[config.mk]
export PLATFORM = sky130hd
export DESIGN_NAME = calc_arbiter_flat
export DESIGN_NICKNAME = d
export VERILOG_FILES = /design/src/rtl/calc_arbiter_if.sv /design/src/rtl/calc_arbiter.sv /design/src/flat_wrapper.sv
export SDC_FILE = /design/constraint.sdc
export NUM_CORES = 1
export LEC_CHECK = 0
export BUFFER_PORTS_ARGS = -buffer_cell sky130_fd_sc_hd__buf_2
export CAP_MARGIN = 10
export CORE_MARGIN = 3
export CORE_UTILIZATION = 23
export CTS_BUF_LIST = sky130_fd_sc_hd__clkbuf_16
export DETAILED_ROUTE_END_ITERATION = 7
export PLACE_DENSITY_LB_ADDON = 0.1
export SLEW_MARGIN = 20
export SYNTH_ARGS = -nofsm -noshare
export SYNTH_HDL_FRONTEND = slang
export SYNTH_SLANG_ARGS = --single-unit
[constraint.sdc]
create_clock -name clk -period 1.9 [get_ports clk]
set_input_delay 0.19 -clock clk [delete_from_list [all_inputs] [get_ports clk]]
set_output_delay 0.19 -clock clk [all_outputs]
set_load 0.03 [all_outputs]
[src/rtl/calc_arbiter_if.sv]
// Request/response bundle between two requesters and calc_arbiter.
// master = requester side, slave = arbiter side.
`timescale 1ns/1ps
interface calc_arbiter_if;
  logic       req0_valid;
  logic       req0_ready;
  logic [2:0] req0_op;
  logic [3:0] req0_a;
  logic [3:0] req0_b;
  logic       req1_valid;
  logic       req1_ready;
  logic [2:0] req1_op;
  logic [3:0] req1_a;
  logic [3:0] req1_b;
  logic       rsp0_valid;
  logic       rsp0_ready;
  logic       rsp1_valid;
  logic       rsp1_ready;
  logic [3:0] rsp_r;
  logic       rsp_ovf;

  modport master (
    output req0_valid, req0_op, req0_a, req0_b,
    output req1_valid, req1_op, req1_a, req1_b,
    output rsp0_ready, rsp1_ready,
    input  req0_ready, req1_ready, rsp0_valid, rsp1_valid, rsp_r, rsp_ovf
  );

  modport slave (
    input  req0_valid, req0_op, req0_a, req0_b,
    input  req1_valid, req1_op, req1_a, req1_b,
    input  rsp0_ready, rsp1_ready,
    output req0_ready, req1_ready, rsp0_valid, rsp1_valid, rsp_r, rsp_ovf
  );
endinterface

[src/rtl/calc_arbiter.sv]
// Round-robin scheduler time-sharing one combinational calculator between two requesters.
// Define CALC_ARB_STATS_EN to add the saturating overflow counter output ovf_count.
`timescale 1ns/1ps
module calc_arbiter #(
  parameter int unsigned HOLD_CYCLES = 1
) (
  input  logic          clk,
  input  logic          rst_n,
  calc_arbiter_if.slave bus,
  output logic [2:0]    calc_op,
  output logic [3:0]    calc_a,
  output logic [3:0]    calc_b,
  input  logic [3:0]    calc_r,
  input  logic          calc_ovf,
  output logic          busy
`ifdef CALC_ARB_STATS_EN
  ,
  output logic [7:0]    ovf_count
`endif
);

  typedef enum logic [1:0] {IDLE, ISSUE, RESP} state_t;

  localparam logic [3:0] HOLD_INIT = 4'(HOLD_CYCLES - 1);

  state_t     state_q, state_d;
  logic       prio_q, prio_d;
  logic       owner_q, owner_d;
  logic [3:0] cnt_q, cnt_d;
  logic [2:0] op_q, op_d;
  logic [3:0] a_q, a_d;
  logic [3:0] b_q, b_d;
  logic [3:0] r_q, r_d;
  logic       ovf_q, ovf_d;
  logic       rdy0, rdy1;

  assign rdy0 = (state_q == IDLE) & bus.req0_valid & (~bus.req1_valid | ~prio_q);
  assign rdy1 = (state_q == IDLE) & bus.req1_valid & (~bus.req0_valid |  prio_q);

  always_comb begin
    state_d = state_q;
    prio_d  = prio_q;
    owner_d = owner_q;
    cnt_d   = cnt_q;
    op_d    = op_q;
    a_d     = a_q;
    b_d     = b_q;
    r_d     = r_q;
    ovf_d   = ovf_q;
    unique case (state_q)
      IDLE: begin
        if (rdy0) begin
          op_d    = bus.req0_op;
          a_d     = bus.req0_a;
          b_d     = bus.req0_b;
          owner_d = 1'b0;
          prio_d  = 1'b1;
          cnt_d   = HOLD_INIT;
          state_d = ISSUE;
        end else if (rdy1) begin
          op_d    = bus.req1_op;
          a_d     = bus.req1_a;
          b_d     = bus.req1_b;
          owner_d = 1'b1;
          prio_d  = 1'b0;
          cnt_d   = HOLD_INIT;
          state_d = ISSUE;
        end
      end
      ISSUE: begin
        if (cnt_q != '0) begin
          cnt_d = cnt_q - 4'd1;
        end else begin
          r_d     = calc_r;
          ovf_d   = calc_ovf;
          state_d = RESP;
        end
      end
      RESP: begin
        if (owner_q ? bus.rsp1_ready : bus.rsp0_ready) state_d = IDLE;
      end
      default: state_d = IDLE;
    endcase
  end

  always_ff @(posedge clk) begin
    if (!rst_n) begin
      state_q <= IDLE;
      prio_q  <= 1'b0;
      owner_q <= 1'b0;
      cnt_q   <= '0;
      op_q    <= '0;
      a_q     <= '0;
      b_q     <= '0;
      r_q     <= '0;
      ovf_q   <= 1'b0;
    end else begin
      state_q <= state_d;
      prio_q  <= prio_d;
      owner_q <= owner_d;
      cnt_q   <= cnt_d;
      op_q    <= op_d;
      a_q     <= a_d;
      b_q     <= b_d;
      r_q     <= r_d;
      ovf_q   <= ovf_d;
    end
  end

  // Response valids derive from state+owner, so a reset always drops them.
  assign bus.req0_ready = rdy0;
  assign bus.req1_ready = rdy1;
  assign bus.rsp0_valid = (state_q == RESP) & ~owner_q;
  assign bus.rsp1_valid = (state_q == RESP) &  owner_q;
  assign bus.rsp_r      = r_q;
  assign bus.rsp_ovf    = ovf_q;
  assign calc_op        = op_q;
  assign calc_a         = a_q;
  assign calc_b         = b_q;
  assign busy           = (state_q != IDLE);

`ifdef CALC_ARB_STATS_EN
  logic [7:0] ovf_count_q;

  always_ff @(posedge clk) begin
    if (!rst_n) begin
      ovf_count_q <= '0;
    end else if ((state_q == ISSUE) && (cnt_q == '0) && calc_ovf && (ovf_count_q != '1)) begin
      ovf_count_q <= ovf_count_q + 8'd1;
    end
  end

  assign ovf_count = ovf_count_q;
`endif

endmodule

[src/flat_wrapper.sv]
// flat-port wrapper written by rule: the top's interface ports become plain ports
module calc_arbiter_flat 
#(
  parameter int unsigned HOLD_CYCLES = 1
)
  (clk, rst_n, calc_op, calc_a, calc_b, calc_r, calc_ovf, busy, bus_req0_valid, bus_req0_op, bus_req0_a, bus_req0_b, bus_req1_valid, bus_req1_op, bus_req1_a, bus_req1_b, bus_rsp0_ready, bus_rsp1_ready, bus_req0_ready, bus_req1_ready, bus_rsp0_valid, bus_rsp1_valid, bus_rsp_r, bus_rsp_ovf);
  calc_arbiter_if bus_i ();
  input  logic clk;
  input  logic rst_n;
  output logic [2:0] calc_op;
  output logic [3:0] calc_a;
  output logic [3:0] calc_b;
  input  logic [3:0] calc_r;
  input  logic calc_ovf;
  output logic busy;
  input wire logic [$bits(bus_i.req0_valid)-1:0] bus_req0_valid;
  input wire logic [$bits(bus_i.req0_op)-1:0] bus_req0_op;
  input wire logic [$bits(bus_i.req0_a)-1:0] bus_req0_a;
  input wire logic [$bits(bus_i.req0_b)-1:0] bus_req0_b;
  input wire logic [$bits(bus_i.req1_valid)-1:0] bus_req1_valid;
  input wire logic [$bits(bus_i.req1_op)-1:0] bus_req1_op;
  input wire logic [$bits(bus_i.req1_a)-1:0] bus_req1_a;
  input wire logic [$bits(bus_i.req1_b)-1:0] bus_req1_b;
  input wire logic [$bits(bus_i.rsp0_ready)-1:0] bus_rsp0_ready;
  input wire logic [$bits(bus_i.rsp1_ready)-1:0] bus_rsp1_ready;
  output wire logic [$bits(bus_i.req0_ready)-1:0] bus_req0_ready;
  output wire logic [$bits(bus_i.req1_ready)-1:0] bus_req1_ready;
  output wire logic [$bits(bus_i.rsp0_valid)-1:0] bus_rsp0_valid;
  output wire logic [$bits(bus_i.rsp1_valid)-1:0] bus_rsp1_valid;
  output wire logic [$bits(bus_i.rsp_r)-1:0] bus_rsp_r;
  output wire logic [$bits(bus_i.rsp_ovf)-1:0] bus_rsp_ovf;
  assign bus_i.req0_valid = bus_req0_valid;
  assign bus_i.req0_op = bus_req0_op;
  assign bus_i.req0_a = bus_req0_a;
  assign bus_i.req0_b = bus_req0_b;
  assign bus_i.req1_valid = bus_req1_valid;
  assign bus_i.req1_op = bus_req1_op;
  assign bus_i.req1_a = bus_req1_a;
  assign bus_i.req1_b = bus_req1_b;
  assign bus_i.rsp0_ready = bus_rsp0_ready;
  assign bus_i.rsp1_ready = bus_rsp1_ready;
  assign bus_req0_ready = bus_i.req0_ready;
  assign bus_req1_ready = bus_i.req1_ready;
  assign bus_rsp0_valid = bus_i.rsp0_valid;
  assign bus_rsp1_valid = bus_i.rsp1_valid;
  assign bus_rsp_r = bus_i.rsp_r;
  assign bus_rsp_ovf = bus_i.rsp_ovf;
  calc_arbiter #(.HOLD_CYCLES(HOLD_CYCLES)) u_core (.clk(clk), .rst_n(rst_n), .bus(bus_i), .calc_op(calc_op), .calc_a(calc_a), .calc_b(calc_b), .calc_r(calc_r), .calc_ovf(calc_ovf), .busy(busy));
endmodule
==> results.tsv, run 1 <==
stage	metric	value	unit
route	Post-Route WL	3.52	mm
route	WL per Instance	13.7	um
route	wl on met1	1.51	mm
synth	Synth Area per Inst	8.90	um^2
route	via count	1234	
setup_path	max incr delay on CP	370	ps
run	Max Cap Violations	0	
clocking	htree depth	1	
setup_path	Max FO, Critical Path	22	
cells_and_area	share of post-route cells with drive strength above 1	34.9	%
pwr	PwrDens	977	nW/um^2
setup_path	Critical Path RT	1710	ps
setup_path	Slowest-stage cell, CP	dfxtp_1	
clocking	clock root cell	clkbuf_16	
clocking	Reg clk slew, reported paths	70	ps
clocking	Hold Buf Count CTS	0	
route	Remaining DRCs	0	
die	# IOs	54	
pwr	Leak	0.000782	uW
die	core area	4910	um^2
synth	yosys synthesis warning count	0	
setup_path	CP endpoint kind	primary output	
synth	sequential area share after synthesis	39.7	%
clocking	post-CTS setup buffer count	0	
global_routing	Remaining Overflow, GRT	0	
route	routed wl met2	1.80	mm
timing	Max Freq	626	MHz
synth	Synth top area share	39.7	%
timing	RSZ-0062 raised after global routing	false	
die	Die Y	78.5	um
cells_and_area	commonest cells after routing, fill and taps aside	buf_2 (53), dfxtp_1 (24), and3_1 (11), o21ai_0 (11)	
timing	Final setup violation count	0	
timing	Worst-Margin Slew	704	ps
synth	Mapped Area	1210	um^2
setup_path	CP top delay family	buffers and inverters	
pwr	Worst VDD drop	0.000334	V
status	run status	complete, no violations	
pwr	Total Power	1620	uW
cells_and_area	most common cell after layout, fill and taps aside	buf_2	
timing	clk_skew	3.71	ps
timing	final hold violations	0	
route	highest metal used	met4	
setup_path	CP cell instances	nor3b_2 > buf_4 > and2_1 > buf_2	
clocking	Worst-Skew Late Latency	260	ps
synth	area leader, netlist	dfxtp_1	
cells_and_area	area of the multi-input gates	669	um^2
min_path	worst min path class	in -> reg	
die	die area	6170	um^2
clocking	CTS tree	done	
timing	relative slew slack	52.8	%
global_routing	initial antenna violation count	0	
clocking	CTS Buffer Depth	2	
clocking	post-cts resize count	0	
cells_and_area	synthesis-to-layout area growth	37.2	%
synth	library cells used by synthesis	36	
global_routing	vias in the first global route	1310	
die	# rows	25	
timing	final worst path period need	1600	ps
timing	setup_tns	0	ps
cells_and_area	final design utilization	33.8	%
global_routing	largest net degree at the start of global routing	23	
cells_and_area	nets@finish	225	
route	First DRT Iteration DRCs	53	
synth	syn_nets	171	
setup_path	critical path type	reg -> out	
clocking	Clock Sinks	24	
synth	Synth Register Bits	24	
route	Via density	4.82	
timing	Slew Limit Fails	0	
cells_and_area	Layout fillers	542	
synth	post-synthesis instance total	136	
timing	Hold WS	184	ps
setup_path	nature of the critical path startpoint	flop	
route	Post-DRT Antenna Nets	0	
setup_path	crit path DAT	1410	ps
timing	final worst-path cycle share	84.1	%
clocking	cts bufs inserted	3	
cells_and_area	diodes inserted	0	
placed_design	HPWL after DPL	2.60	mm
global_routing	first-pass GRT wire length	5.98	mm
die	Starting Density	24.6	%
cells_and_area	Final Non-Filler Cells	256	
placed_design	port bufs	53	
route	router iterations before antenna repair	4	
synth	Synth area leaders	dfxtp_1 (40%), o311a_1 (7.4%), and3_1 (5.7%)	
placed_design	placed insts	252	
cells_and_area	FF/Latch Area	480	um^2
setup_path	Buf+Inv Stages, Crit Path	2	
placed_design	routability-driven placement congestion ratio	0.721	
die	Die W	78.5	um
global_routing	total global-route track usage	12.0	%
route	met3 wire len	192	um
[state kept, by name, summed over array words and instances, names as in the netlist]
signal / count
u_core.calc_op: 3
u_core.state_q: 2
u_core.bus.rsp_r: 4
u_core.calc_b: 4
u_core.cnt_q: 4
u_core.calc_a: 4
u_core.bus.rsp_ovf: 1
u_core.owner_q: 1
u_core.prio_q: 1
[cells by family (layout without fill, tap and decap cells)]
kind of cell             count (synthesis)  in the layout  share of synthesized area (%)
multiplexers                             1              1                          0.827
buffers and inverters                   14             67                           4.96
AO/OA/AOI/OAI                           56             56                           32.2
flip-flops                              24             24                           39.7
AND/OR/NAND/NOR                         39             39                           20.3
adder cells (fa/ha/maj)                  2              2                           2.07
[routing by layer]
metal  track usage, %  vias up
met1             13.4      577
li1                 -      626
met3             3.67        2
met4             3.67        0
met5                0        -
met2             21.6       29
[through the flow]
step / setup slack [ps] / cell area [um^2]
2_1_floorplan: 478 / 1210
3_3_place_gp: 442 / 1560
3_5_place_dp: 366 / 1560
4_1_cts: 279 / 1660
5_1_grt: 167 / 1660
6_report: 302 / 1660
[synth_stat cells, drive strengths merged]
| cell type | n |
|---|---|
| nand3 | 7 |
| ha | 2 |
| or4 | 2 |
| o22ai | 1 |
| o221ai | 2 |
| o21bai | 9 |
| a21oi | 9 |
| clkinv | 1 |
| nand2b | 2 |
| a31oi | 2 |
| clkbuf | 3 |
| and3b | 1 |
| nand2 | 1 |
| and3 | 11 |
| o21a | 2 |
| mux2i | 1 |
| nor3b | 3 |
| nand4 | 3 |
| or3b | 1 |
| inv | 4 |
| dfxtp | 24 |
| or3 | 2 |
| and2 | 1 |
| nand3b | 1 |
| o21ai | 12 |
| buf | 6 |
| nor2 | 3 |
| o311a | 9 |
| nor2b | 1 |
| o31ai | 1 |
| a21boi | 9 |
[worst min-delay path, stage by stage]
cell and delay (ps):
buf_2 100, nand3_1 50, a21oi_1 50
[final cells by class]
type / count / area share (%)
Tap cell: 67 / 5.05
Inverter: 5 / 1.13
Clock buffer: 3 / 4.52
Timing Repair Buffer: 58 / 18.2
Sequential cell: 24 / 28.9
Clock inverter: 1 / 1.81
Multi-Input combinational cell: 98 / 40.3
[power by group]
part | switching (uW) | leakage (uW) | internal, uW
clock | 185 | 0.0000511 | 419
combinational | 272 | 0.000534 | 158
sequential | 31.4 | 0.000197 | 556
total | 489 | 0.000782 | 1130
[path summary, 6_finish.rpt]
path	cells past startpoint	slack [ps]	endpoint	from
setup reg to reg	3	360	u_core.cnt_q[3]$_SDFFE_PN0P_	u_core.state_q[0]$_SDFFE_PN0P_
hold / removal	3	180	u_core.bus.rsp_r[0]$_SDFFE_PN0P_	calc_r[0]
hold reg to reg	2	480	u_core.bus.rsp_ovf$_SDFFE_PN0P_	u_core.bus.rsp_ovf$_SDFFE_PN0P_
setup / recovery	4	300	bus_req0_ready	u_core.state_q[0]$_SDFFE_PN0P_
Note: power is estimated with default switching activity, not from simulation.
==> run 2, diff against run 1 <==
- clock period: 1.9 -> 1.52 ns (I/O delays scaled with it)
==> run 2 against run 1 <==
Net effect: largest cell class unchanged; highest routed layer unchanged; setup slack got worse by 250 ps; first-iteration DRC count up 13%; sequential cell count is the same; largest power group unchanged; via count grew 2.4%; register-to-register slack worse by 270 ps; critical path depth unchanged; critical path type unchanged; total power up 31%; non-clock buffer count is 5 higher; core utilization up 2.3 points; clock skew is 1.7 ps lower.
==> results.tsv, run 2 (synthesis results as in run 1) <==
stage	metric	value	unit
global_routing	Most Crowded Layer GR	met2	
clocking	htree depth	1	
placed_design	HPWL after DPL	2.62	mm
die	# rows	25	
die	die area	6170	um^2
timing	Worst-Margin Slew	482	ps
timing	Max Freq	683	MHz
clocking	CTS tree	done	
cells_and_area	Final Non-Filler Cells	261	
setup_path	crit path DAT	1310	ps
cells_and_area	diodes inserted	0	
cells_and_area	synthesis-to-layout area growth	46.7	%
route	First DRT Iteration DRCs	60	
route	WL per Instance	14.4	um
pwr	Worst VDD drop	0.000639	V
route	Remaining DRCs	0	
setup_path	reg2reg path depth	5	
global_routing	initial antenna violation count	0	
global_routing	largest net degree at the start of global routing	22	
route	Post-Route WL	3.75	mm
route	router iterations before antenna repair	4	
min_path	hold path depth	3	
cells_and_area	share of post-route cells with drive strength above 1	39.7	%
setup_path	CP top delay family	simple AND/OR/NAND/NOR gates	
setup_path	Critical Path RT	1370	ps
setup_path	nature of the critical path startpoint	flop	
timing	Final setup violation count	0	
setup_path	max incr delay on CP	370	ps
clocking	Reg clk slew, reported paths	70	ps
min_path	hold path startpoint	calc_r[1]	
clocking	clock root cell	clkbuf_16	
pwr	Total Power	2130	uW
timing	clk_skew	2.06	ps
min_path	worst min path class	in -> reg	
placed_design	port bufs	53	
route	via count	1263	
timing	final worst-path cycle share	96.4	%
timing	Final WS setup	55.1	ps
setup_path	worst reg-to-reg setup slack	90	ps
global_routing	vias in the first global route	1284	
placed_design	routability-driven placement congestion ratio	0.710	
clocking	Worst-Skew Late Latency	260	ps
setup_path	Reg2Reg Launch Point	u_core.state_q[0]$_SDFFE_PN0P_	
die	Die W	78.5	um
route	Via density	4.84	
placed_design	worst slack at placement	93.5	ps
cells_and_area	nets@finish	230	
timing	RSZ-0062 raised after global routing	true	
global_routing	M1 GR Usage	15.2	%
route	Post-DRT Antenna Nets	0	
clocking	Hold Buf Count CTS	0	
setup_path	Max FO, Critical Path	11	
global_routing	total global-route track usage	12.5	%
clocking	cts bufs inserted	3	
setup_path	CP cell instances	nor3b_4 > buf_12 > and2_4 > buf_6	
timing	Slew Limit Fails	0	
global_routing	met3 Use GR	3.44	%
timing	final worst path period need	1460	ps
pwr	PwrDens	1200	nW/um^2
die	# IOs	54	
setup_path	CP endpoint kind	primary output	
run	Max Cap Violations	0	
status	run status	complete, no violations	
die	Starting Density	24.6	%
placed_design	placed insts	255	
global_routing	Remaining Overflow, GRT	0	
cells_and_area	commonest cells after routing, fill and taps aside	buf_2 (52), dfxtp_1 (22), and3_1 (11)	
setup_path	worst reg2reg path endpoint	u_core.calc_b[1]$_SDFFE_PN0P_	
die	core area	4910	um^2
global_routing	first-pass GRT wire length	6.12	mm
setup_path	Buf+Inv Stages, Crit Path	2	
setup_path	critical path type	reg -> out	
min_path	Hold Crit Endpoint	u_core.bus.rsp_r[1]$_SDFFE_PN0P_	
setup_path	Slowest-stage cell, CP	dfxtp_4	
timing	relative slew slack	67.8	%
global_routing	met2 Use GR	21.5	%
timing	final hold violations	0	
die	Die Y	78.5	um
cells_and_area	most common cell after layout, fill and taps aside	buf_2	
pwr	Leak	0.000833	uW
clocking	Clock Sinks	24	
clocking	CTS Buffer Depth	2	
-- run 2: changes by cell type in the layout (fill, tap and decap cells not counted), sizes merged --
cell	delta
buf	+4
bufbuf	+1
-- run 2: metrics by stage --
stage | util, % | hold WS [ps] | cell area, um^2 | TNS, ps
final | 36.2 | 138 | 1780 | 0
after global routing | 36.2 | 141 | 1780 | -7.10
after CTS | 35.5 | 134 | 1750 | -11.7
after detailed placement | 32.4 | 413 | 1590 | 0
after global placement | 32.4 | 405 | 1590 | 0
after floorplan | - | 288 | 1210 | 0
-- run 2: cell type report --
type                    instances  area (um^2)
clock buffers                   3         75.1
clock inverters                 1         30.0
fillers                       516         3140
inverters                       5         21.3
multi-input cells              98          696
flip-flops and latches         24          485
well taps                      67         83.8
repair buffers                 63          384
-- run 2: how the worst max path moves through the flow --
stage / cells after the start / start / endpoint
final: 4 / u_core.state_q[1]$_SDFFE_PN0P_ / bus_req0_ready
after global routing: 4 / u_core.state_q[1]$_SDFFE_PN0P_ / bus_req0_ready
after CTS: 3 / u_core.state_q[0]$_SDFFE_PN0P_ / busy
after detailed placement: 5 / u_core.cnt_q[1]$_SDFFE_PN0P_ / u_core.bus.rsp_r[2]$_SDFFE_PN0P_
after floorplan: 6 / u_core.cnt_q[0]$_SDFFE_PN0P_ / u_core.cnt_q[2]$_SDFFE_PN0P_
after global placement: 6 / u_core.cnt_q[1]$_SDFFE_PN0P_ / u_core.state_q[0]$_SDFFE_PN0P_
-- run 2: per-layer routing --
| layer | wire length [um] | vias up |
|---|---|---|
| met3 | 269 | 4 |
| met1 | 1540 | 580 |
| li1 | - | 633 |
| met2 | 1910 | 46 |
| met4 | 29 | 0 |
| met5 | 0 | - |
-- run 2: repair_timing --
item,CTS,global route
buffers inserted,1,0
setup endpoints to repair,1,20
cloned,1,0
pin swaps,1,0
gates resized for setup,3,14
hold endpoints to repair,0,0
-- run 2: report_power, final --
| group | leakage [uW] | switching, uW | total, uW | internal (uW) |
|---|---|---|---|---|
| clock network | 0.0000511 | 242 | 766 | 524 |
| registers | 0.000198 | 44.2 | 741 | 696 |
| logic | 0.000583 | 359 | 619 | 260 |
-- run 2: tightest hold or removal path: stages --
cell,delay [ps]
buf_2,90
nand3_1,50
a21oi_1,50
